## src/rtl/dpu_issue_ctrl_if.sv

```systemverilog
// Request, unit-drive and result bus of the dot-product issue controller.
// The controller takes the slave modport; the requester/unit/consumer side takes master.
interface dpu_issue_ctrl_if #(
  parameter int VECTOR_LANES = 16,
  parameter int DATA_WIDTH   = 32,
  parameter int TAG_WIDTH    = 4
);
  localparam int VW = VECTOR_LANES * DATA_WIDTH;

  logic                 req_valid;
  logic                 req_ready;
  logic [2:0]           req_funct;
  logic [2:0]           req_rnd;
  logic [TAG_WIDTH-1:0] req_tag;
  logic                 dpu_en;
  logic [2:0]           dpu_funct;
  logic [2:0]           dpu_rnd;
  logic [VW-1:0]        dpu_vec_out;
  logic                 res_valid;
  logic                 res_ready;
  logic [VW-1:0]        res_data;
  logic [TAG_WIDTH-1:0] res_tag;
  logic                 err_illegal;
  logic                 busy;

  modport slave (
    input  req_valid, req_funct, req_rnd, req_tag, dpu_vec_out, res_ready,
    output req_ready, dpu_en, dpu_funct, dpu_rnd, res_valid, res_data, res_tag,
           err_illegal, busy
  );

  modport master (
    output req_valid, req_funct, req_rnd, req_tag, dpu_vec_out, res_ready,
    input  req_ready, dpu_en, dpu_funct, dpu_rnd, res_valid, res_data, res_tag,
           err_illegal, busy
  );
endinterface

```

## src/rtl/dpu_issue_ctrl.sv

```systemverilog
// Issue/writeback controller for the non-stalling pipelined FP dot-product unit.
// Credits (in-flight + FIFO occupancy) bound issue so every result has a FIFO slot.
module dpu_issue_ctrl #(
  parameter int VECTOR_LANES = 16,
  parameter int DATA_WIDTH   = 32,
  parameter int PIPE_LAT     = 2,
  parameter int FIFO_DEPTH   = 4,
  parameter int TAG_WIDTH    = 4
) (
  input logic             clk,
  input logic             rst_n,
  dpu_issue_ctrl_if.slave bus
);
  localparam int VW = VECTOR_LANES * DATA_WIDTH;
  localparam int CW = $clog2(FIFO_DEPTH + 1);
  localparam int PW = (FIFO_DEPTH > 1) ? $clog2(FIFO_DEPTH) : 1;
  localparam logic [CW:0] DEPTH_C = (CW+1)'(FIFO_DEPTH);

  typedef struct packed {
    logic [TAG_WIDTH-1:0] tag;
    logic [VW-1:0]        data;
  } res_t;

  logic [PIPE_LAT-1:0]                r_vld_pipe;
  logic [PIPE_LAT-1:0][TAG_WIDTH-1:0] r_tag_pipe;
  res_t                               r_mem [FIFO_DEPTH];
  logic [PW-1:0]                      r_wr_ptr, r_rd_ptr;
  logic [CW-1:0]                      r_cnt;
  logic                               r_err;

  logic [CW-1:0] w_inflight;
  logic          w_ready, w_fire, w_issue, w_bad, w_push, w_pop, w_full;

  function automatic logic [PW-1:0] ptr_nxt(input logic [PW-1:0] p);
    return (p == PW'(FIFO_DEPTH - 1)) ? '0 : p + 1'b1;
  endfunction

  always_comb begin
    w_inflight = '0;
    for (int i = 0; i < PIPE_LAT; i++) w_inflight = w_inflight + CW'(r_vld_pipe[i]);
  end

  // Credit check uses registered state only; a same-cycle pop frees nothing yet.
  assign w_ready = ({1'b0, w_inflight} + {1'b0, r_cnt}) < DEPTH_C;
  assign w_fire  = bus.req_valid & w_ready;
  assign w_issue = w_fire & ~bus.req_funct[2];
  assign w_bad   = w_fire &  bus.req_funct[2];
  assign w_push  = r_vld_pipe[PIPE_LAT-1];
  assign w_full  = (r_cnt == CW'(FIFO_DEPTH));
  assign w_pop   = bus.res_valid & bus.res_ready;

  assign bus.req_ready   = w_ready;
  assign bus.dpu_en      = w_issue;
  assign bus.dpu_funct   = w_issue ? bus.req_funct : 3'd0;
  assign bus.dpu_rnd     = w_issue ? bus.req_rnd   : 3'd0;
  assign bus.res_valid   = (r_cnt != '0);
  assign bus.res_data    = r_mem[r_rd_ptr].data;
  assign bus.res_tag     = r_mem[r_rd_ptr].tag;
  assign bus.err_illegal = r_err;
  assign bus.busy        = (w_inflight != '0) | (r_cnt != '0);

  always_ff @(posedge clk or negedge rst_n) begin
    if (!rst_n) begin
      r_vld_pipe <= '0;
      r_tag_pipe <= '0;
      r_wr_ptr   <= '0;
      r_rd_ptr   <= '0;
      r_cnt      <= '0;
      r_err      <= 1'b0;
    end else begin
      r_vld_pipe[0] <= w_issue;
      r_tag_pipe[0] <= bus.req_tag;
      for (int i = 1; i < PIPE_LAT; i++) begin
        r_vld_pipe[i] <= r_vld_pipe[i-1];
        r_tag_pipe[i] <= r_tag_pipe[i-1];
      end
      if (w_push) r_wr_ptr <= ptr_nxt(r_wr_ptr);
      if (w_pop)  r_rd_ptr <= ptr_nxt(r_rd_ptr);
      if (w_push && !w_pop)      r_cnt <= r_cnt + 1'b1;
      else if (!w_push && w_pop) r_cnt <= r_cnt - 1'b1;
      r_err <= w_bad;
    end
  end

  // Storage needs no reset: nothing is visible until r_cnt says so.
  always_ff @(posedge clk) begin
    if (w_push) r_mem[r_wr_ptr] <= '{tag: r_tag_pipe[PIPE_LAT-1], data: bus.dpu_vec_out};
  end

  ap_no_overflow: assert property (@(posedge clk) disable iff (!rst_n) !(w_push && w_full));

endmodule

```

## src/flat_wrapper.sv

```systemverilog
// flat-port wrapper written by rule: the top's interface ports become plain ports
module dpu_issue_ctrl_flat 
#(
  parameter int VECTOR_LANES = 16,
  parameter int DATA_WIDTH   = 32,
  parameter int PIPE_LAT     = 2,
  parameter int FIFO_DEPTH   = 4,
  parameter int TAG_WIDTH    = 4
)
  (clk, rst_n, bus_req_valid, bus_req_funct, bus_req_rnd, bus_req_tag, bus_dpu_vec_out, bus_res_ready, bus_req_ready, bus_dpu_en, bus_dpu_funct, bus_dpu_rnd, bus_res_valid, bus_res_data, bus_res_tag, bus_err_illegal, bus_busy);
  dpu_issue_ctrl_if #(.VECTOR_LANES(VECTOR_LANES), .DATA_WIDTH(DATA_WIDTH), .TAG_WIDTH(TAG_WIDTH)) bus_i ();
  input logic clk;
  input logic rst_n;
  input wire logic [$bits(bus_i.req_valid)-1:0] bus_req_valid;
  input wire logic [$bits(bus_i.req_funct)-1:0] bus_req_funct;
  input wire logic [$bits(bus_i.req_rnd)-1:0] bus_req_rnd;
  input wire logic [$bits(bus_i.req_tag)-1:0] bus_req_tag;
  input wire logic [$bits(bus_i.dpu_vec_out)-1:0] bus_dpu_vec_out;
  input wire logic [$bits(bus_i.res_ready)-1:0] bus_res_ready;
  output wire logic [$bits(bus_i.req_ready)-1:0] bus_req_ready;
  output wire logic [$bits(bus_i.dpu_en)-1:0] bus_dpu_en;
  output wire logic [$bits(bus_i.dpu_funct)-1:0] bus_dpu_funct;
  output wire logic [$bits(bus_i.dpu_rnd)-1:0] bus_dpu_rnd;
  output wire logic [$bits(bus_i.res_valid)-1:0] bus_res_valid;
  output wire logic [$bits(bus_i.res_data)-1:0] bus_res_data;
  output wire logic [$bits(bus_i.res_tag)-1:0] bus_res_tag;
  output wire logic [$bits(bus_i.err_illegal)-1:0] bus_err_illegal;
  output wire logic [$bits(bus_i.busy)-1:0] bus_busy;
  assign bus_i.req_valid = bus_req_valid;
  assign bus_i.req_funct = bus_req_funct;
  assign bus_i.req_rnd = bus_req_rnd;
  assign bus_i.req_tag = bus_req_tag;
  assign bus_i.dpu_vec_out = bus_dpu_vec_out;
  assign bus_i.res_ready = bus_res_ready;
  assign bus_req_ready = bus_i.req_ready;
  assign bus_dpu_en = bus_i.dpu_en;
  assign bus_dpu_funct = bus_i.dpu_funct;
  assign bus_dpu_rnd = bus_i.dpu_rnd;
  assign bus_res_valid = bus_i.res_valid;
  assign bus_res_data = bus_i.res_data;
  assign bus_res_tag = bus_i.res_tag;
  assign bus_err_illegal = bus_i.err_illegal;
  assign bus_busy = bus_i.busy;
  dpu_issue_ctrl #(.VECTOR_LANES(VECTOR_LANES), .DATA_WIDTH(DATA_WIDTH), .PIPE_LAT(PIPE_LAT), .FIFO_DEPTH(FIFO_DEPTH), .TAG_WIDTH(TAG_WIDTH)) u_core (.clk(clk), .rst_n(rst_n), .bus(bus_i));
endmodule
```

## config.mk

```make
export PLATFORM = sky130hd
export DESIGN_NAME = dpu_issue_ctrl_flat
export DESIGN_NICKNAME = d
export VERILOG_FILES = /design/src/rtl/dpu_issue_ctrl_if.sv /design/src/rtl/dpu_issue_ctrl.sv /design/src/flat_wrapper.sv
export SDC_FILE = /design/constraint.sdc
export NUM_CORES = 1
export LEC_CHECK = 0
export BUFFER_PORTS_ARGS = -buffer_cell sky130_fd_sc_hd__buf_2
export CORE_AREA = 2 2 411 413
export DETAILED_ROUTE_END_ITERATION = 16
export DIE_AREA = 0 0 413 415
export GPL_TIMING_DRIVEN = 0
export PLACE_DENSITY = 0.68
export SKIP_CTS_REPAIR_TIMING = 1
export SYNTH_ARGS = -nofsm -noshare
export SYNTH_HDL_FRONTEND = slang
export SYNTH_SLANG_ARGS = --single-unit
```

## constraint.sdc

```tcl
create_clock -name clk -period 33.7 [get_ports clk]
set_clock_uncertainty 0.2 [all_clocks]
set_input_delay 6.74 -clock clk [delete_from_list [all_inputs] [get_ports clk]]
set_output_delay 6.74 -clock clk [all_outputs]
set_load 0.02 [all_outputs]
```

After elaboration in Yosys (flattened, before gate mapping)

Memories as Yosys holds them, arrays and structs flattened.
Index checks and enable logic that the tools add are counted.

Add/sub/neg operators: 6
$lt $le $gt $ge: 1
Eq/ne operators: 2
Muxes and demuxes: 8
Bitwise gates (word level): 6
Reductions and logical operators: 7

Operators with widths:

| cell                                                                 | count |
|---|---|
| 3-bit 2-to-1 mux                                                     | 4 |
| 3-bit nonzero test                                                   | 2 |
| 2-bit by 1-bit adder with 2-bit output, second input constant        | 2 |
| 3-bit by 3-bit adder with 4-bit output                               | 1 |
| 1-bit bitwise AND                                                    | 4 |
| 2-bit == test, second input constant                                 | 2 |
| 4-bit by 3-bit < comparator with 1-bit output, second input constant | 1 |
| 2-bit 2-to-1 mux                                                     | 2 |
| 3-bit by 1-bit adder with 3-bit output, second input constant        | 1 |
| 3-bit by 1-bit subtractor with 3-bit output, second input constant   | 1 |
| 1-bit by 1-bit adder with 2-bit output                               | 1 |
| 1-bit logical AND                                                    | 2 |
| 1-bit logical NOT                                                    | 2 |
| 1-bit 2-to-1 mux                                                     | 2 |
| 2-bit nonzero test                                                   | 1 |
| 1-bit inverter                                                       | 1 |
| 1-bit bitwise OR                                                     | 1 |

Register bits: 18
Memory bits (writable): 2064
Input bits: 526
Output and inout port bits: 527
Word-level logic and storage cells: 38
Memories: 1

Memories:

| memory       | depth | bits a word | read ports | clocked after Yosys merged registers in | write ports | line                 | RTL |
|---|---|---|---|---|---|---|---|
| u_core.r_mem | 4     | 516         | 1          | 0                                       | 1           | dpu_issue_ctrl.sv:26 | `res_t r_mem [FIFO_DEPTH];` |

Logic depth before layout (Yosys ltp)

Depth in word-level cells: 6
Depth in mapped cells: 9
Gate-level depth less buffers: 9

Worst setup path after synthesis

Ideal clock, no wire load.

Kind: input-to-output
From: input port bus_req_funct[2]
To: output port bus_dpu_funct[0]
Data arrival time: 7397 ps
Required time: 26760 ps
Slack: 19363 ps
Cell stages on the path: 2
Path buffers: 0
Cells stage by stage: and3b_1 -> and2_1

Longest elaborated chain between the ends: 3

Ends and longest elaborated chain:

| what              | line                 | RTL |
|---|---|---|
| start, declared   | flat_wrapper.sv:15   | `input wire logic [$bits(bus_i.req_funct)-1:0] bus_req_funct;` |
| 1-bit inverter    | dpu_issue_ctrl.sv:46 | `assign w_issue = w_fire & ~bus.req_funct[2];` |
| 1-bit bitwise AND | dpu_issue_ctrl.sv:46 |  |
| 3-bit 2-to-1 mux  | dpu_issue_ctrl.sv:54 | `assign bus.dpu_funct = w_issue ? bus.req_funct : 3'd0;` |
| end, declared     | flat_wrapper.sv:22   | `output wire logic [$bits(bus_i.dpu_funct)-1:0] bus_dpu_funct;` |

No other way between the ends.

Worst setup path after layout

Same ends and word-level chain as after synthesis.

==> run metrics <==
Placed Instances=6056; CTS max path bufs=3; total CTS buffers=203; hold_sp=u_core.r_tag_pipe[1]; Peak VDD IR=a little under 0.06 mV; CTS clk-pin slew, worst paths=0.06 ns; DR pass1 iterations=7; DR WL/cell=27.99 microns; Seq/Total Area, Yosys=83.17%; Arrival @ worst endpoint=7.77 ns; worst r2r src=u_core.r_vld_pipe[1]; crit-path cells=buf_2, and3b_1, and2_1, buf_2; Worst R2R Path Depth=5; slowest stage delay, CP=0.54 ns; Detail Placement HPWL=124900 microns; P_sw=2.429 mW; core area=between 150000 and 200000 sq um; GR Overflow Total=0; first-pass GRT wire length=254100 microns; Fin Setup TNS=0 ns; combinational share of power=31.3%; gp weighted congestion=roughly 0.84; Sink Count=2082; DRC errors left=0; Worst setup EP type=primary output; Hold Crit Class=flip-flop to flip-flop; Ports=1053; # rows=150; CTS tree=yes; vias in the first global route=35.70k; capture point of the worst reg-to-reg path=u_core.r_mem[3][286]; Mapped Avg Cell Area=27.21 sq um; min cycle time layout=14.71 ns; leakage=30.33 nW; sw frac=around a third; Synth Net Count=between 3k and 4k; CP Launch Point=bus_req_funct[2]; Worst Tran Pin Value=1.053 ns; Die W=413 microns; Iter 0 DRT Violations=3119; Final Slew Violations=0; outcome=finished clean; Yosys cell types=25; Fin. Hold Viols=0; Power Dens Cells=83.79 nW/um^2; final period utilization=43.65%; CP endpoint=bus_dpu_funct[0]; Reg power frac=40.7%; initial antenna violation count=101; Initial Utilization=a little under half; Vias per Instance=5.448; Final ANT Viol Nets=0; H-tree levels=4; Syn-to-layout area delta=20.56%; largest net degree at the start of global routing=60; synthesis warning total=0; critical path class=input port to primary output; die outline height=415 microns; Max-Slew Margin vs Limit=29.81%; max cap viols=0; most used cell, CP=buf_2; nets=4593; Synth Instances=2759; Die ar.=171400 sq um; final wirelength=180700 microns; power share of the clock group=28.0%; WP data required=26.76 ns; crit path max-delay cell type=and3b_1; P_int=5.153 mW; CTS root buf=clkbuf_16; Non-Filler Instances=6456; #FFs+latches synth=2082; Startpoint Class=input port; final setup violation count=0; highest clock rate=67.98 MHz; DR vias=35.17k; crit-path max FO=7; GRT Total Usage=20.74%; PortBufs=1051; mapped cell area=~75000 sq um; flop2flop setup slack=30.42 ns; unrepaired setup endpoints after global routing=false; share of layout cells above drive strength 1=46.58%; later-pin clock latency in the skew report=0.82 ns
kinds of logic after synthesis:
logic type      Yosys count  synth area share, %
flops                  2082                83.17
mux                     519                15.53
buf+inv                 123               0.9317
simple gates             18               0.1350
fa+ha+maj                10               0.1767
compound gates            3              0.02500
xor+xnor                  3              0.03501
other cells               1             0.004996
layout make-up:
class / count / area, sq um
timing repair buffer: 1093 / 6401
multi-input combinational: 554 / 11950
tap: 2204 / 2758
antenna: 40 / 100.1
clock buffer: 251 / 5324
buffer: 117 / 676.9
sequential: 2082 / 62430
clock inverter: 109 / 840.8
inverter: 6 / 22.52
fill: 12450 / 76160
metrics by stage:
stage	cell area [sq um]	utilization [%]	hold slack, ns	setup WS, ns	total power, mW
after floorplan	75070	-	0.1312	19.36	4.738
after global placement	83080	49.85	0.1340	10.37	5.713
after detailed placement	84240	50.54	0.1371	19.03	5.551
after CTS	90400	54.24	0.1507	19.02	7.673
after global routing	90450	54.27	0.1534	19.01	7.858
final	90500	54.30	0.1499	18.99	7.583
cells in the final DEF (no fill, tap or decap), drive strengths merged, types with 3 or more instances in the layout:
cell type  count
and2           9
ha             9
buf         1197
clkbuf       264
bufinv        11
mux2           3
mux4         516
dfrtp         18
edfxtp      2064
clkinv        84
diode         40
clkinvlp       4
inv           16
nand2          3
how the worst min path moves through the flow:
| stage | slack [ns] | to | depth (start not counted) |
|---|---|---|---|
| 2_1_floorplan | 0.13 | u_core.r_tag_pipe[4] | 0 |
| 3_3_place_gp | 0.13 | u_core.r_tag_pipe[7] | 0 |
| 3_5_place_dp | 0.14 | u_core.r_tag_pipe[4] | 0 |
| 4_1_cts | 0.15 | u_core.r_tag_pipe[5] | 0 |
| 5_1_grt | 0.15 | u_core.r_tag_pipe[5] | 0 |
| 6_report | 0.15 | u_core.r_tag_pipe[5] | 0 |
cells in the mapped netlist:
master    count  area [sq um]
mux4_2      516         11620
dfrtp_1      18         450.4
clkbuf_1     12         45.04
buf_2        42         210.2
a311oi_1      1         8.760
ha_1          9         112.6
inv_1         6         22.52
and3_1        1         6.260
nand2_1       3         11.26
mux2_2        3         33.78
or3_1         1         6.260
buf_1        17         63.81
xnor2_1       1         8.760
and2_1        9         56.30
nor2_1        2         7.510
buf_4        41         307.8
fa_1          1         20.02
o21ai_0       2         10.01
buf_6         4         45.04
and3b_1       1         8.760
xor2_1        2         17.52
edfxtp_1   2064         61980
conb_1        1         3.750
clkbuf_2      1         5.000
nor3_1        1         5.000
worst max-delay path: cells and delay by family:
family	cells	cell delay [ns]
AND/OR/NAND/NOR	2	0.75
buffers and inverters	2	0.27
metal layers:
layer / vias up / routed length, microns / GRT usage [%]
li1: 14750 / - / -
met1: 18460 / 65100 / 25.14
met2: 1492 / 91130 / 34.01
met3: 396 / 18600 / 8.052
met4: 72 / 5383 / 6.977
met5: - / 475 / 0
power groups by stage:
stage	combinational [mW]	sequential [mW]	clock, mW
after global placement	2.37	3.34	0
after floorplan	1.50	3.24	0
after CTS	2.42	3.08	2.17
after global routing	2.50	3.09	2.26
final	2.37	3.08	2.13
after detailed placement	2.41	3.14	0
state kept, by name (all words and copies together), names as in the netlist:
signal                  cells
u_core.r_mem             2064
u_core.r_vld_pipe           2
u_core.r_wr_ptr             2
u_core.r_rd_ptr             2
u_core.r_tag_pipe           8
u_core.r_cnt                3
u_core.bus.err_illegal      1
(Power assumes the default switching activity.)
